## src/rtl/ram_arbiter.sv

```systemverilog
// Two-master arbiter in front of one single-port synchronous RAM.
// Rotating priority, one access per cycle, read data returned a cycle later.
module ram_arbiter #(
    parameter int ADDR_W = 10,
    parameter int DATA_W = 32
) (
    input  logic              clk,
    input  logic              rst,
    input  logic              m0_req,
    input  logic              m0_we,
    input  logic [ADDR_W-1:0] m0_addr,
    input  logic [DATA_W-1:0] m0_wdata,
    output logic              m0_gnt,
    output logic              m0_rvalid,
    output logic [DATA_W-1:0] m0_rdata,
    input  logic              m1_req,
    input  logic              m1_we,
    input  logic [ADDR_W-1:0] m1_addr,
    input  logic [DATA_W-1:0] m1_wdata,
    output logic              m1_gnt,
    output logic              m1_rvalid,
    output logic [DATA_W-1:0] m1_rdata,
    output logic              ram_we,
    output logic [ADDR_W-1:0] ram_addr,
    output logic [DATA_W-1:0] ram_din,
    input  logic [DATA_W-1:0] ram_dout,
    output logic [15:0]       conflict_cnt
);

    logic        r_prio;
    logic        r_rv0;
    logic        r_rv1;
    logic [15:0] r_cnt;

    logic w_both;
    logic w_g0;
    logic w_g1;

    assign w_both = m0_req & m1_req;

    // A lone requester always wins; contention is settled by r_prio.
    assign w_g0 = ~rst & m0_req & (~m1_req | ~r_prio);
    assign w_g1 = ~rst & m1_req & (~m0_req |  r_prio);

    assign m0_gnt = w_g0;
    assign m1_gnt = w_g1;

    always_comb begin
        ram_we   = 1'b0;
        ram_addr = '0;
        ram_din  = '0;
        if (w_g0) begin
            ram_we   = m0_we;
            ram_addr = m0_addr;
            ram_din  = m0_wdata;
        end else if (w_g1) begin
            ram_we   = m1_we;
            ram_addr = m1_addr;
            ram_din  = m1_wdata;
        end
    end

    always_ff @(posedge clk) begin
        if (rst) begin
            r_prio <= 1'b0;
            r_rv0  <= 1'b0;
            r_rv1  <= 1'b0;
            r_cnt  <= '0;
        end else begin
            if (w_g0) begin
                r_prio <= 1'b1;
            end else if (w_g1) begin
                r_prio <= 1'b0;
            end
            r_rv0 <= w_g0 & ~m0_we;
            r_rv1 <= w_g1 & ~m1_we;
            if (w_both && r_cnt != 16'hFFFF) begin
                r_cnt <= r_cnt + 16'd1;
            end
        end
    end

    // Reset landing on the return cycle kills the pending read at once.
    assign m0_rvalid = r_rv0 & ~rst;
    assign m1_rvalid = r_rv1 & ~rst;
    assign m0_rdata  = m0_rvalid ? ram_dout : '0;
    assign m1_rdata  = m1_rvalid ? ram_dout : '0;

    assign conflict_cnt = r_cnt;

endmodule

```

## config.mk

```make
export PLATFORM = sky130hd
export DESIGN_NAME = ram_arbiter
export DESIGN_NICKNAME = d
export VERILOG_FILES = /design/src/rtl/ram_arbiter.sv
export SDC_FILE = /design/constraint.sdc
export NUM_CORES = 1
export LEC_CHECK = 0
export ABC_AREA = 1
export CAP_MARGIN = 15
export CELL_PAD_IN_SITES_DETAIL_PLACEMENT = 0
export CELL_PAD_IN_SITES_GLOBAL_PLACEMENT = 1
export CORE_ASPECT_RATIO = 1.5
export CORE_UTILIZATION = 15
export DETAILED_ROUTE_END_ITERATION = 6
export PLACE_DENSITY_LB_ADDON = 0.1
export SLEW_MARGIN = 20
export SYNTH_ARGS = -nofsm -noshare
export SYNTH_HDL_FRONTEND = slang
export SYNTH_SLANG_ARGS = --single-unit
export TNS_END_PERCENT = 30
```

## constraint.sdc

```tcl
create_clock -name clk -period 2 [get_ports clk]
set_clock_uncertainty 0.15 [all_clocks]
set_input_delay 0.5 -clock clk [delete_from_list [all_inputs] [get_ports clk]]
set_output_delay 0.5 -clock clk [all_outputs]
set_load 0.005 [all_outputs]
```

# Yosys cells after proc, flatten, opt, wreduce, memory -nomap -nowiden
# Index checks and enable logic that the tools add are counted.
[word_totals] reg_bits=19 ramBits=0 latchBits=0 output_inout_bits=127 rom_bits=0 n_memories=0
[classes] eq_ne=1 n_bitwise=17 n_div=0 shift=0 n_mux=10 multipliers=0 add_sub_neg=1 n_lt_le_gt_ge=0 reduce_logical=2
[ops] operator="two-way mux 32 bit" n=4
[ops] operator="two-way mux 10 bit" n=2
[ops] operator="adder 16 x 1 -> 16 bit, second input constant" n=1
[ops] operator="inequality test 16 bit, second input constant" n=1
[ops] operator="AND 1 bit" n=9
[ops] operator="inverter 1 bit" n=6
[ops] operator="two-way mux 1 bit" n=4
[ops] operator="OR 1 bit" n=2
[ops] operator="nonzero test 2 bit" n=1
[ops] operator="logical AND 1 bit" n=1

# Longest topological paths before layout
# Gate-level depths: netlist (run 1).
[logic_depth] depth_word=5 ltp_mapped=9 depth_no_buf=9

# Worst setup path before layout (run 1)
# OpenSTA, ideal clock, no wires.
[synth_timing] path_kind="input-to-output" from="input port rst" to="output port ram_we" arrival_ps=1297 path_slack_ps=53 stages=7 cell_sequence="inv_1 buf_6 o211ai_2 inv_2 buf_2 nand2_1 a21oi_1"
[synth_between] elab_chain_cells=5 elab_cells_between_ends=7 classes_between="mux: 2; bitwise: 5"
[synth_lines] item="start, declared" line="8" source="input logic rst,"
[synth_lines] item="inverter 1 bit" line="43" source="assign w_g1 = ~rst & m1_req & (~m0_req | r_prio);"
[synth_lines] item="AND 1 bit (2 in series)" line="43"
[synth_lines] item="via m1_gnt" line="20" source="output logic m1_gnt,"
[synth_lines] item="two-way mux 1 bit" line="56" source="end else if (w_g1) begin"
[synth_lines] item="two-way mux 1 bit" line="52" source="if (w_g0) begin"
[synth_lines] item="end, declared" line="23" source="output logic ram_we,"
# The timed path passes the listed nets, and every way through them passes these cells.

# Final worst setup path (run 1)
[layout_timing] from="input port m0_req" to="output port ram_addr[6]"
[layout_between] elab_chain_cells=5 elab_cells_between_ends=7 classes_between="mux: 2; bitwise: 5"
[layout_lines] item="start, declared" line="9" source="input logic m0_req,"
[layout_lines] item="inverter 1 bit" line="43"
[layout_lines] item="OR 1 bit" line="43"
[layout_lines] item="AND 1 bit" line="43"
[layout_lines] item="two-way mux 10 bit" line="56"
[layout_lines] item="two-way mux 10 bit (*)" line="52"
[layout_lines] item="end, declared" line="24" source="output logic [ADDR_W-1:0] ram_addr,"
# Mark *: on every way between the ends. The rest lies on a longest branch, timed or not.

==> results_dict.tcl, run 1 <==
set metrics [dict create \
    yosysUniqueCellTypes 21 \
    synth_top_family_by_area "simple AND/OR/NAND/NOR gates" \
    drive_gt1_frac 0.3339 \
    path_clk_slew_ns 0.06 \
    netlist_area_um2 1928 \
    chipHeight_um 140.9 \
    status "finished with violations" \
    start_util 0.1541 \
    yosysTopAreaCellShare 0.2005 \
    cp-end-kind "primary output" \
    p_int_mw 1.081 \
    antenna_found_initial 0 \
    num_rows 50 \
    areaGrowthSynthToFinish_pct 149.9 \
    groute.usage.overall 0.1500 \
    drtIter0Drc 65 \
    setup_tns_ns -5.810 \
    first_global_vias 3043 \
    fin_crit_sh 1.095 \
    synth.avg_cell_area_um2 5.878 \
    p_sw_frac 0.2581 \
    cp_slowest_cell "o211ai_2" \
    io_pins 249 \
    synthAdderAreaFrac 0.006489 \
    power_frac_seq 0.268 \
    cts_root_buf "clkbuf_16" \
    slew_headroom 0.8251 \
    worstSkewPairLatency_ns 0.25 \
    cp.arrival_ns 1.54 \
    irDropWorstVdd_mv 0.3417 \
    finalNetCount 732 \
    dr_total_vias 3154 \
    ant_nets 0 \
    grt_overflow 0 \
    grt_pass1_wl_um 15790 \
    p_per_area_nw_per_um2 302.5 \
    min_period_ns 2.190 \
    worstSetupPathType "in -> out" \
    cp_max_fo 6 \
    wl_per_cell_um 14.08 \
    gp_congestion 0.7688 \
    yosys.area.top_type "nor2_1" \
    diodes 0 \
    path_buf_inv 7 \
    p_switching_uw 376.2 \
    yosysSeqAreaShare 0.1973 \
    layout_commonest_cell "clkdlybuf4s50_1" \
    cts_sinks 19 \
    crit_chain "buf_8 > inv_2 > o211ai_2 > inv_2 > buf_12 > buf_12 > buf_6 > a22o_1 > buf_2" \
    numCtsBuffers 3 \
    ys_top_cells_by_area "nor2_1, dfxtp_1, a22o_1" \
    rsz0062_at_grt "yes" \
    finalHoldViolCount 0 \
    synth_fp_nets 451 \
    setup_viol 44 \
    worst_setup_path_start_kind "primary input" \
    maxCapViolCount 0 \
    max_freq_mhz 456.6 \
    synth_mux_area_frac 0 \
    ys_seq_elements 19 \
    p_total_mw 1.458 \
    cts_tree "done" \
    pwr-share-comb 0.443 \
    cp_slowest_stage_delay_ns 0.18 \
    viasPerCell 4.128 \
    fp.dieW_um 94.57 \
    layout_setup_ws_ns -0.1901 \
    synth_simple_gate_area_frac 0.4393 \
    mostFrequentLayoutCells "clkdlybuf4s50_1, nor2_1, buf_2" \
    drt_wl_total_um 10760 \
    coreArea_um2 12510 \
    grt_max_degree 18 \
    post-dp-hpwl_um 8321 \
    cts_max_path_buffers 2 \
    slew_violations 0 \
    cts-hold-fix-buffers 0 \
    yosysWarnings 0 \
    critical-path-top-delay-family "buffers and inverters" \
    htreeDepth 1 \
    violations "negative setup slack" \
    synth_compound_area_frac 0.2103 \
    final_core_util 0.3851 \
    p_leak_nw 2.429 \
    firstDrtPassIters 4 \
    hold_class "in -> reg" \
    cp.required_ns 1.35 \
    syn_inst 328 \
    die-area_um2 13320 \
    tightest_slew_ns 0.2614 \
    synth-xor-area-share 0 \
    numPortBuffers 248 \
    clock_power_share 0.289 \
    drc 0 \
]
-- state kept, by name, summed over array words and instances, names as in the netlist --
signal        cells
r_rv0             1
r_rv1             1
conflict_cnt     16
r_prio            1
-- layout make-up --
type,count,area (um^2)
fill,1351,7694
timing repair buffer,292,2613
multi-input combinational,241,1346
sequential,19,381.6
inverter,52,202.7
tap,156,195.2
clock buffer,3,75.07
clock inverter,1,5.005
-- Yosys cell counts, drive strengths merged --
cell / count
inv: 52
o211ai: 1
a21oi: 5
ha: 1
nand2: 56
nand3: 13
a22o: 42
buf: 9
nand4: 4
nor3: 1
dfxtp: 19
clkbuf: 7
nor2: 118
-- repair_timing --
item,in CTS,in global routing
hold endpoints to repair,0,0
pin swaps,7,11
buffers inserted,16,4
gates resized for setup,381,80
endpoints found under the setup margin,111,101
cloned,6,2
-- through the flow --
stage	cell area, um^2	worst slack, ns	hold slack, ns	cells
after floorplan	1928	0.05278	0.3540	328
after global placement	4703	-0.8723	0.3617	734
after detailed placement	4703	-0.8624	0.3718	734
after CTS	4910	-0.3098	0.3014	760
after global routing	4818	-0.2358	0.2813	764
final	4818	-0.1901	0.2851	764
-- layer usage --
layer / GRT usage / vias to the layer above / part of all wire
met4: 0.02711 / 0 / 0.015
met2: 0.3200 / 164 / 0.57
li1: - / 1596 / -
met5: 0 / - / 0
met1: 0.1361 / 1386 / 0.32
met3: 0.03614 / 8 / 0.094
-- power groups by stage --
stage / Sequential, mW / Clock, mW / Combinational, mW
floorplan: 0.397 / 0 / 0.161
global placement: 0.398 / 0 / 0.612
detailed placement: 0.398 / 0 / 0.611
CTS: 0.391 / 0.436 / 0.641
global route: 0.392 / 0.458 / 0.696
finish: 0.391 / 0.421 / 0.646
-- cell families (layout without fill, tap and decap cells) --
| kind of cell | count (synthesis) | count (layout) |
|---|---|---|
| and+or+nand+nor | 192 | 192 |
| buffers and inverters | 68 | 348 |
| DFF | 19 | 19 |
| adders and majority gates | 1 | 1 |
| AOI/OAI and AO/OA | 48 | 48 |
-- final timing paths --
path	to	slack [ns]	from	cells after the start
worst max-delay path	ram_addr[6]	-0.19	m0_req	9
worst min-delay path	r_prio	0.29	rst	2
worst max register to register	conflict_cnt[12]	0.32	conflict_cnt[0]	8
worst min register to register	conflict_cnt[1]	0.38	conflict_cnt[1]	2
Power figures use the tool's default switching activity.
==> run 2, diff against run 1 <==
- SLEW_MARGIN: 20 -> 0
==> results of run 2 <==
Final layout, timing and power as in run 1 (identical DEF).
==> run 3, diff against run 2 <==
- PLACE_DENSITY: unset -> 0.8
- PLACE_DENSITY_LB_ADDON: 0.1 -> unset
==> run 3 against run 2 <==
Effect of this change: the run still ends with negative setup slack left; combinational power rose by 4.8%; critical path type unchanged; hold slack lost 0.025 ns; critical endpoint is now ram_din[21]; register-to-register slack about the same.
==> results_dict.tcl, run 3 (synthesized netlist as in run 1, its figures left out) <==
set metrics [dict create \
    status "finished with violations" \
    use_met1 0.1525 \
    num_rows 50 \
    cts_max_path_buffers 2 \
    p_per_area_nw_per_um2 300.4 \
    cp-end-kind "primary output" \
    slew_violations 0 \
    pre_cts_slack_ns -0.8776 \
    groute.usage.overall 0.1569 \
    grt_max_degree 18 \
    diodes 0 \
    dr_total_vias 3264 \
    met2_usage 0.3192 \
    fillers 1313 \
    ant_nets 0 \
    cp_max_fo 6 \
    coreArea_um2 12510 \
    setup_viol 43 \
    first_global_vias 3258 \
    final-seq-area_um2 381.6 \
    final_core_util 0.3961 \
    p_leak_nw 2.460 \
    rsz0062_at_grt "yes" \
    htreeDepth 1 \
    fin_crit_sh 1.093 \
    mostFrequentLayoutCells "clkdlybuf4s50_1, nor2_1, buf_2" \
    violations "negative setup slack" \
    cts_tree "done" \
    cts_sinks 19 \
    drtIter0Drc 73 \
    drt_wl_total_um 10840 \
    drive_gt1_frac 0.3268 \
    grt_overflow 0 \
    layout_commonest_cell "clkdlybuf4s50_1" \
    grt_util_met3 0.02643 \
    io_pins 249 \
    post-dp-hpwl_um 7642 \
    placedInstanceArea_um2 4703 \
    wl_per_cell_um 14.11 \
    min_period_ns 2.186 \
    place_inst 734 \
    gr-max-usage-layer "met2" \
    cp.required_ns 1.35 \
    slew_headroom 0.8257 \
    fin_hold_ws_ns 0.2603 \
    r2r_cells 9 \
    finalInstanceArea_um2 4956 \
    areaGrowthSynthToFinish_pct 157.0 \
    hold_class "in -> reg" \
    fp.dieW_um 94.57 \
    chipHeight_um 140.9 \
    finalHoldViolCount 0 \
    worstSkewPairLatency_ns 0.25 \
    cp.arrival_ns 1.54 \
    gp_congestion 0.7853 \
    layout_setup_ws_ns -0.1856 \
    multiInputGateArea_um2 1373 \
    path_clk_slew_ns 0.05 \
    drc 0 \
    irDropWorstVdd_mv 0.2746 \
    viasPerCell 4.250 \
    cts-hold-fix-buffers 0 \
    max_freq_mhz 457.5 \
    start_util 0.1541 \
    finalNetCount 736 \
    largest_reg_flops 16 \
    worst_setup_path_start_kind "primary input" \
    fin_cells 768 \
    numPortBuffers 248 \
    maxCapViolCount 0 \
    die-area_um2 13320 \
    numCtsBuffers 3 \
    worstSetupPathType "in -> out" \
    holdPathStages 2 \
    firstDrtPassIters 4 \
    grt_pass1_wl_um 16340 \
    antenna_found_initial 0 \
    tightest_slew_ns 0.2606 \
    cts_root_buf "clkbuf_16" \
]
==> run 3: worst max-delay path, cell delays in order <==
cell and delay [ns]:
buf_8 0.09, inv_8 0.03, buf_12 0.12, o211ai_4 0.09, inv_4 0.10, buf_12 0.16, buf_16 0.14, a22o_1 0.18
buf_2 0.12
==> run 3: path summary, 6_finish.rpt <==
check | from | endpoint | slack [ns]
worst max-delay path | rst | ram_din[21] | -0.19
worst min-delay path | rst | r_prio | 0.26
worst max register to register | conflict_cnt[0] | conflict_cnt[2] | 0.33
worst min register to register | conflict_cnt[6] | conflict_cnt[6] | 0.38
==> run 3: layout make-up <==
type	instances	share of cell area
clock buffers	4	0.01591
inverters	52	0.04292
multi-input cells	241	0.2770
flip-flops and latches	19	0.07700
well taps	156	0.03938
repair buffers	296	0.5478
==> run 3: repair_timing <==
action,CTS,global route
cloned,10,0
setup endpoints to repair,111,110
buffers inserted,19,1
pin swaps,6,3
resized for setup,367,98
==> run 3: metrics by stage <==
| step | total power [mW] | TNS, ns |
|---|---|---|
| after floorplan | 0.5584 | 0 |
| after global placement | 1.003 | -82.56 |
| after detailed placement | 1.008 | -86.68 |
| after CTS | 1.492 | -6.987 |
| after global routing | 1.569 | -8.570 |
| final | 1.489 | -6.920 |
==> run 3: per-layer routing <==
layer  up-vias  routed length (um)
met5         -                   0
met4         0                 263
met3        19                 838
met2       184                6141
met1      1454                3592
li1       1607                   -
==> run 3: where the power goes <==
| part | switching [mW] | internal [mW] | total [mW] | leakage, nW |
|---|---|---|---|---|
| combinational | 0.234 | 0.443 | 0.677 | 2.27 |
| sequential | 0.00841 | 0.385 | 0.393 | 0.154 |
| clock | 0.147 | 0.271 | 0.418 | 0.0382 |
| total | 0.389 | 1.10 | 1.49 | 2.46 |
